### config.mk
export PLATFORM = sky130hd
export DESIGN_NAME = l2_refill_ctrl
export DESIGN_NICKNAME = d
export VERILOG_FILES = /design/src/rtl/l2_refill_ctrl.sv
export SDC_FILE = /design/constraint.sdc
export NUM_CORES = 1
export LEC_CHECK = 0
export CAP_MARGIN = 5
export CORE_ASPECT_RATIO = 0.75
export CORE_MARGIN = 1.5
export CORE_UTILIZATION = 54
export CTS_CLUSTER_SIZE = 14
export DETAILED_ROUTE_END_ITERATION = 8
export GPL_TIMING_DRIVEN = 0
export PLACE_DENSITY = 0.84
export SYNTH_ARGS = -nofsm -noshare
export SYNTH_HDL_FRONTEND = slang
export SYNTH_SLANG_ARGS = --single-unit
export TNS_END_PERCENT = 5
### constraint.sdc
create_clock -name clk_166M66 -period 3.87 [get_ports clk_166M66]
set_clock_uncertainty 0.15 [all_clocks]
set_input_delay 0.774 -clock clk_166M66 [delete_from_list [all_inputs] [get_ports clk_166M66]]
set_output_delay 0.774 -clock clk_166M66 [all_outputs]
set_load 0.01 [all_outputs]
### src/rtl/l2_refill_ctrl.sv
// l2_refill_ctrl: schedules DDR read bursts into L2 port B when the L2 has
// room, and gates each returned 128-bit beat in as a port-B write.
module l2_refill_ctrl #(
   parameter int BURST_BEATS = 8,
   parameter int ADDR_W      = 28
) (
   input  logic              clk_166M66,
   input  logic              mcu_sys_rst_n,
   input  logic              i_refill_enable,
   input  logic [ADDR_W-1:0] i_base_addr,
   input  logic              i_base_load,
   input  logic [11:0]       i_l2_unread_size,
   input  logic              i_l1ddr_rw_confilicts,
   output logic              o_ddr_rd_req,
   output logic [ADDR_W-1:0] o_ddr_rd_addr,
   output logic [7:0]        o_ddr_rd_len,
   input  logic              i_ddr_rd_ack,
   input  logic              i_ddr_rd_valid,
   input  logic              i_ddr_rd_last,
   output logic              o_l2_ddr_operate_enable,
   output logic              o_l2_ddr_rw,
   output logic              o_busy,
   input  logic              i_err_clr,
   output logic              o_proto_err
);

   typedef enum logic [1:0] {
      IDLE,
      REQ,
      DATA,
      SETTLE
   } state_t;

   localparam logic [12:0]       LP_WORDS = 13'(BURST_BEATS * 8);
   localparam logic [7:0]        LP_LEN   = 8'(BURST_BEATS);
   localparam logic [ADDR_W-1:0] LP_STEP  = ADDR_W'(BURST_BEATS);

   state_t            r_state;
   state_t            w_next;
   logic [ADDR_W-1:0] r_ptr;
   logic [ADDR_W-1:0] r_req_addr;
   logic [ADDR_W-1:0] r_pend_addr;
   logic              r_pend;
   logic              r_err;
   logic [7:0]        r_cnt;

   logic              w_room;
   logic              w_start;
   logic              w_beat;
   logic [7:0]        w_cnt_nx;
   logic              w_full;
   logic              w_end;
   logic              w_err_set;
   logic              w_in_data;
   logic              w_busy_ld;

   // 13-bit sum cannot wrap: 4095 + 255*8 fits
   assign w_room    = ({1'b0, i_l2_unread_size} + LP_WORDS) <= 13'd4095;
   assign w_start   = i_refill_enable & w_room
                    & ~i_l1ddr_rw_confilicts & ~i_base_load;
   assign w_in_data = (r_state == DATA);
   assign w_beat    = w_in_data & i_ddr_rd_valid;
   assign w_cnt_nx  = r_cnt + 8'd1;
   assign w_full    = (w_cnt_nx == LP_LEN);
   assign w_end     = w_beat & (i_ddr_rd_last | w_full);
   assign w_err_set = (i_ddr_rd_valid & ~w_in_data)
                    | (w_beat & (i_ddr_rd_last ^ w_full));
   assign w_busy_ld = i_base_load & ((r_state == REQ) | w_in_data);

   always_comb begin
      w_next                  = r_state;
      o_ddr_rd_req            = 1'b0;
      o_l2_ddr_operate_enable = 1'b0;
      o_l2_ddr_rw             = 1'b0;
      o_busy                  = 1'b1;
      unique case (r_state)
         IDLE: begin
            o_busy = 1'b0;
            if (w_start) w_next = REQ;
         end
         REQ: begin
            o_ddr_rd_req = 1'b1;
            if (i_ddr_rd_ack) w_next = DATA;
         end
         DATA: begin
            o_l2_ddr_operate_enable = i_ddr_rd_valid;
            o_l2_ddr_rw             = 1'b1;
            if (w_end) w_next = SETTLE;
         end
         SETTLE: w_next = IDLE;
         default: w_next = IDLE;
      endcase
   end

   assign o_ddr_rd_addr = r_req_addr;
   assign o_ddr_rd_len  = LP_LEN;
   assign o_proto_err   = r_err;

   always_ff @(posedge clk_166M66 or negedge mcu_sys_rst_n) begin
      if (!mcu_sys_rst_n) begin
         r_state     <= IDLE;
         r_ptr       <= '0;
         r_req_addr  <= '0;
         r_pend_addr <= '0;
         r_pend      <= 1'b0;
         r_cnt       <= '0;
         r_err       <= 1'b0;
      end else begin
         r_state <= w_next;
         if (w_err_set) r_err <= 1'b1;
         else if (i_err_clr) r_err <= 1'b0;
         if (w_beat) r_cnt <= w_end ? 8'd0 : w_cnt_nx;
         if (w_busy_ld) begin
            r_pend      <= 1'b1;
            r_pend_addr <= i_base_addr;
         end
         unique case (r_state)
            IDLE: begin
               if (i_base_load) r_ptr <= i_base_addr;
               else if (w_start) r_req_addr <= r_ptr;
            end
            DATA: begin
               if (w_end) r_ptr <= r_ptr + LP_STEP;
            end
            SETTLE: begin
               // a load here is newest, so it beats any older pending one
               if (i_base_load) r_ptr <= i_base_addr;
               else if (r_pend) r_ptr <= r_pend_addr;
               r_pend <= 1'b0;
            end
            default: ;
         endcase
      end
   end

endmodule
## After elaboration in Yosys (flattened, before gate mapping)

Index checks and enable logic that the tools add are counted.

| operators by class | value |
|---|---|
| $lt $le $gt $ge | 1 |
| reduce and logical (&&, ||, !) cells | 7 |
| muxes and demuxes | 18 |
| bitwise operators | 15 |
| add/subtract/negate cells | 3 |
| eq/ne operators | 9 |

Operator list:

| kind | number |
|---|---|
| $mux 28 | 4 |
| $pmux 28 s3 | 1 |
| $add 28x4->28 const B | 1 |
| $add 12x7->13 const B | 1 |
| $le 13x12->1 const B | 1 |
| $add 8x1->8 const B | 1 |
| $and 1x1->1 | 8 |
| $eq 8x4->1 const B | 1 |
| $mux 1 | 8 |
| $mux 8 | 1 |
| $ne 2x2->1 const B | 4 |
| $pmux 2 s4 | 1 |
| $mux 2 | 3 |
| $reduce_and 3->1 | 2 |
| $eq 2x2->1 const B | 2 |
| $reduce_and 4->1 | 1 |
| $reduce_bool 2->1 | 2 |
| $ne 3x3->1 const B | 1 |
| $not 1->1 | 3 |
| $or 1x1->1 | 3 |
| $reduce_bool 3->1 | 1 |
| $eq 2x1->1 const B | 1 |
| $logic_not 2->1 | 1 |
| $xor 1x1->1 | 1 |

| word-level totals | value |
|---|---|
| register bits after elaboration | 96 |
| input bits | 49 |
| word-level logic and storage cells | 60 |
| output and inout bits | 41 |

## Logic depth before layout (Yosys ltp)

| logic depth | value |
|---|---|
| depth in word-level cells | 7 |
| depth in mapped cells | 12 |
| mapped depth without buffers | 9 |

## Worst setup path before layout

Ideal clock, no wire load.

| path | value |
|---|---|
| kind | reg-to-reg |
| start point | register r_cnt[0] |
| end point | register r_ptr[25] |
| period minus slack after synthesis | 3.351 ns |
| required time | 3.584 ns |
| setup time | 0.136 ns |
| buffers on the path | 2 |
| setup slack | 0.519 ns |
| arrival | 3.065 ns |
| cell stages (with the launch flop) | 12 |
| path through | dfrtp_1 ha_1 or4b_2 o21ai_0 nand4_1 ha_1 clkbuf_1 nand2b_4 a2111oi_2 buf_4 mux2i_1 nand3_1 |

| on the way | value |
|---|---|
| word-level cells in the longest chain between the ends | 6 |

RTL lines:

| item | RTL line | source |
|---|---|---|
| start, declared | 45 | `logic [7:0] r_cnt;` |
| start signal, assigned | 112 | `if (w_beat) r_cnt <= w_end ? 8'd0 : w_cnt_nx;` |
| $add 8x1->8 | 63 | `assign w_cnt_nx = r_cnt + 8'd1;` |
| $eq 8x4->1 | 64 | `assign w_full = (w_cnt_nx == LP_LEN);` |
| $or 1x1->1 | 65 | `assign w_end = w_beat & (i_ddr_rd_last \| w_full);` |
| $and 1x1->1 | 65 |  |
| $ne 2x2->1 (no line) | -- |  |
| $reduce_and 4->1 (no line) | -- |  |
| end signal, assigned | 119 | `if (i_base_load) r_ptr <= i_base_addr;` |
| end signal, assigned | 123 | `if (w_end) r_ptr <= r_ptr + LP_STEP;` |
| end signal, assigned | 127 | `if (i_base_load) r_ptr <= i_base_addr;` |
| end, declared | 40 | `logic [ADDR_W-1:0] r_ptr;` |

No other way between the ends.
A chain may end at the register's enable or synchronous reset.

## Final worst setup path

| path | value |
|---|---|
| start point | register r_state[0] |
| end point | output o_l2_ddr_operate_enable |

| on the way | value |
|---|---|
| word-level cells in the longest chain between the ends | 2 |

RTL lines:

| item | RTL line | source |
|---|---|---|
| start, declared | 38 | `state_t r_state;` |
| start signal, assigned | 109 | `r_state <= w_next;` |
| $eq 2x2->1 | 76 | `unique case (r_state)` |
| $mux 1 | 76 |  |
| end, declared | 20 | `output logic o_l2_ddr_operate_enable,` |

No other way between the ends.

==> results.md <==
* Total power divided by cell area at 798 nW/um^2
* Detail Route Antenna Nets at 0
* IO Count at 90
* Num rows at 31
* Number of nets in the layout at 684
* Part of the power in combinational logic at 0.475
* Worst-Margin Slew at 1.27 ns
* Hold_ws at 0.187 ns
* Register bit total from synthesis at 96
* GPL Wtd Cong at 0.920
* Area share of the largest cell type after synthesis at 0.453
* Via density at 6.07
* Syn-to-layout area delta at 25.1%
* Slowest CP cell: clkdlybuf4s50_1
* Final setup vio count at 0
* Synth Area in XOR/XNOR at 0.00330
* Post-synthesis cell type count at 63
* Die Y at 88.9 um
* Synth top cells by count: 96 x dfrtp_1, 38 x nand2_1, 33 x mux2_1
* Placed Instances at 745
* Finished Core Util at 0.690
* Largest net degree at the start of global routing at 73
* Main combinational cell family by area after synthesis: simple AND/OR/NAND/NOR gates
* Critical path startpoint category: flip-flop
* Starting Density at 0.552
* Hold Crit Class: input port to async pin
* Hold Violations, Final at 0
* Clock Sinks at 96
* Hpwl dp at 10400 um
* GRT Total Usage at 0.282
* Relative slew slack at 0.147
* Avg Inst Size Synth at 10.1 um^2
* Port buffer count at 81
* Cell repeated most along the worst path: clkbuf_2
* Final Non-Filler Cells at 761
* Post-synth EDFFs at 0
* Sequential power share at 0.363
* DR DRC count at 0
* Sequential fraction of the synthesis area at 0.453
* Reg2reg setup slack at 0.16 ns
* Most common cell in the netlist: dfrtp_1
* Initial antenna violation count at 0
* Final slew viol count at 0
* Root buffer cell: clkbuf_16
* Cell area after synthesis at 5310 um^2
* Syn. warnings at 0
* Core Box Area at 9620 um^2
* Die footprint at 10400 um^2
* CTS tree: yes
* CP delay by family, top: buffers and inverters
* Drt total wl at 14100 um
* Worst-path cell chain: inv_1, ha_2, clkbuf_2, clkbuf_2, nand2_1, inv_2, clkdlybuf4s50_1
* FFs w/ async S/R, synth at 1.00
* Switching share of power at 0.411
* CTS Buf Count at 9
* Area leader, netlist: dfrtp_1
* Vias in the first global route at 4373
* Area fraction in compound gates after synthesis at 0.161
* H-tree levels at 3
* Setup Buffers After CTS at 0
* Min Tclk post-route at 3.72 ns
* Unrepaired setup endpoints after global routing: true
* Proportion of layout cells with a drive suffix above 1 at 0.105
* Clk pwr share at 0.161
* Setup TNS at 0 ns
* Maximum vdd drop at 481 uV
* Total grt overflow at 0
* Net Sw Power at 2.18 mW
* Max FO, Critical Path at 10
* Initial detailed-routing violation count at 521
* Period Utilization, post-route at 0.962
* Max-Cap Viols at 0
* Drt pass-1 iters at 5
* Via count at 4620
* Die W at 117 um
* Post-Synth Adder-Cell Area at 0.0259
* CP max stage delay at 0.54 ns
* Clock Latency Late Sink at 0.35 ns
* Reg clk slew, reported paths at 0.07 ns
* WP buf/inv at 5
* Global-route wire length before repair at 22800 um
* Crit Path Class: flip-flop to output port
* Synth Flop Type: dfrtp_1
* Critical Path RT at 2.95 ns
* WL/cell at 18.6 um
* Antenna cell count at 0
* Synth top area cells: dfrtp_1 45%, mux2_1 7.0%, mux2_2 5.1%
* Setup crit end kind: output port
* Internal Power at 3.12 mW
* Leakage power at 2.80 nW
* Simple-Gate Fraction of Synth Area at 0.163
* Post-synthesis mux area share at 0.142
* Hold_buf cts at 0
* Max Clock Freq at 0.269 GHz
* Post-Syn Instances at 525
* Pre-CTS WS at -0.0471 ns
* Fin worst setup slack at 0.149 ns
* CTS max path bufs at 2
* Arrival @ worst endpoint at 2.80 ns
* Status: completed
## flip-flops by register name, summed over array words and instances (netlist names)
signal,flops
r_ptr,28
r_cnt,8
o_proto_err,1
r_state,2
o_ddr_rd_addr,28
r_pend_addr,28
r_pend,1
## what timing repair did
| action | CTS | global route |
|---|---|---|
| gates resized for setup | 3 | 5 |
| pin swaps | 0 | 2 |
| endpoints found under the setup margin | 8 | 19 |
## per-stage QoR
| stage | total power, mW | cell area (um^2) |
|---|---|---|
| finish | 5.30 | 6640 |
| global route | 5.63 | 6640 |
| CTS | 5.25 | 6630 |
| detailed placement | 4.38 | 6330 |
| global placement | 4.27 | 6310 |
| floorplan | 3.38 | 5330 |
## power groups by stage
stage               Combinational [mW]  Clock, mW  Sequential (mW)
floorplan                         1.51          0             1.87
global placement                  2.38          0             1.89
detailed placement                2.45          0             1.93
CTS                               2.48      0.860             1.91
global route                      2.74      0.898             1.99
finish                            2.52      0.855             1.93
## metal layers
| layer | track usage | routed length [um] | vias up | part of all wire |
|---|---|---|---|---|
| met2 | 0.434 | 6320 | 224 | 0.45 |
| met3 | 0.0818 | 1310 | 21 | 0.093 |
| li1 | - | - | 2130 | - |
| met4 | 0.0909 | 209 | 0 | 0.015 |
| met1 | 0.390 | 6280 | 2245 | 0.44 |
| met5 | 0 | 0 | - | 0 |
## logic make-up (layout without fill, tap and decap cells)
kind of cell / after synthesis / after routing
compound gates: 126 / 126
xor+xnor: 2 / 2
fa+ha+maj: 11 / 11
buf+inv: 62 / 160
flops: 96 / 96
mux: 68 / 68
other cells: 2 / 8
simple gates: 158 / 158
## area by class of cell
cell class	instances	area, um^2
sequential	96	2400
inverter	24	90.1
buffer	38	188
fill	757	2980
timing repair buffer	82	836
multi-input combinational	373	2670
tap	132	165
clock buffer	12	256
clock inverter	4	28.8
## placed cells by master, fill, tap and decap left out, types with 13 or more instances in the layout
master           count
inv_1               22
a21oi_1             15
o31ai_1             13
clkbuf_1            22
nand2_1             38
nand4_1             19
o21ai_1             32
clkdlybuf4s50_1     80
dfrtp_1             96
nand3_1             19
mux2_1              33
nor2_1              26
mux2_2              24
## worst register-to-register path: cells and delay by family, from the launching register on
kind	cells	cell delay, ns
buf+inv	1	0.20
compound gates	2	0.64
simple gates	5	1.71
flops	1	0.43
fa+ha+maj	2	0.51
## path summary, 6_finish.rpt
path,from,cells after the start,to
min reg2reg,o_ddr_rd_addr[21],1,o_ddr_rd_addr[21]
min in group clk_166M66,o_ddr_rd_addr[21],1,o_ddr_rd_addr[21]
max,r_state[0],7,o_l2_ddr_operate_enable
min,mcu_sys_rst_n,1,o_proto_err
max reg2reg,r_cnt[0],10,r_ptr[16]
max in group asynchronous,mcu_sys_rst_n,2,r_pend_addr[20]
Power figures use the tool's default switching activity.
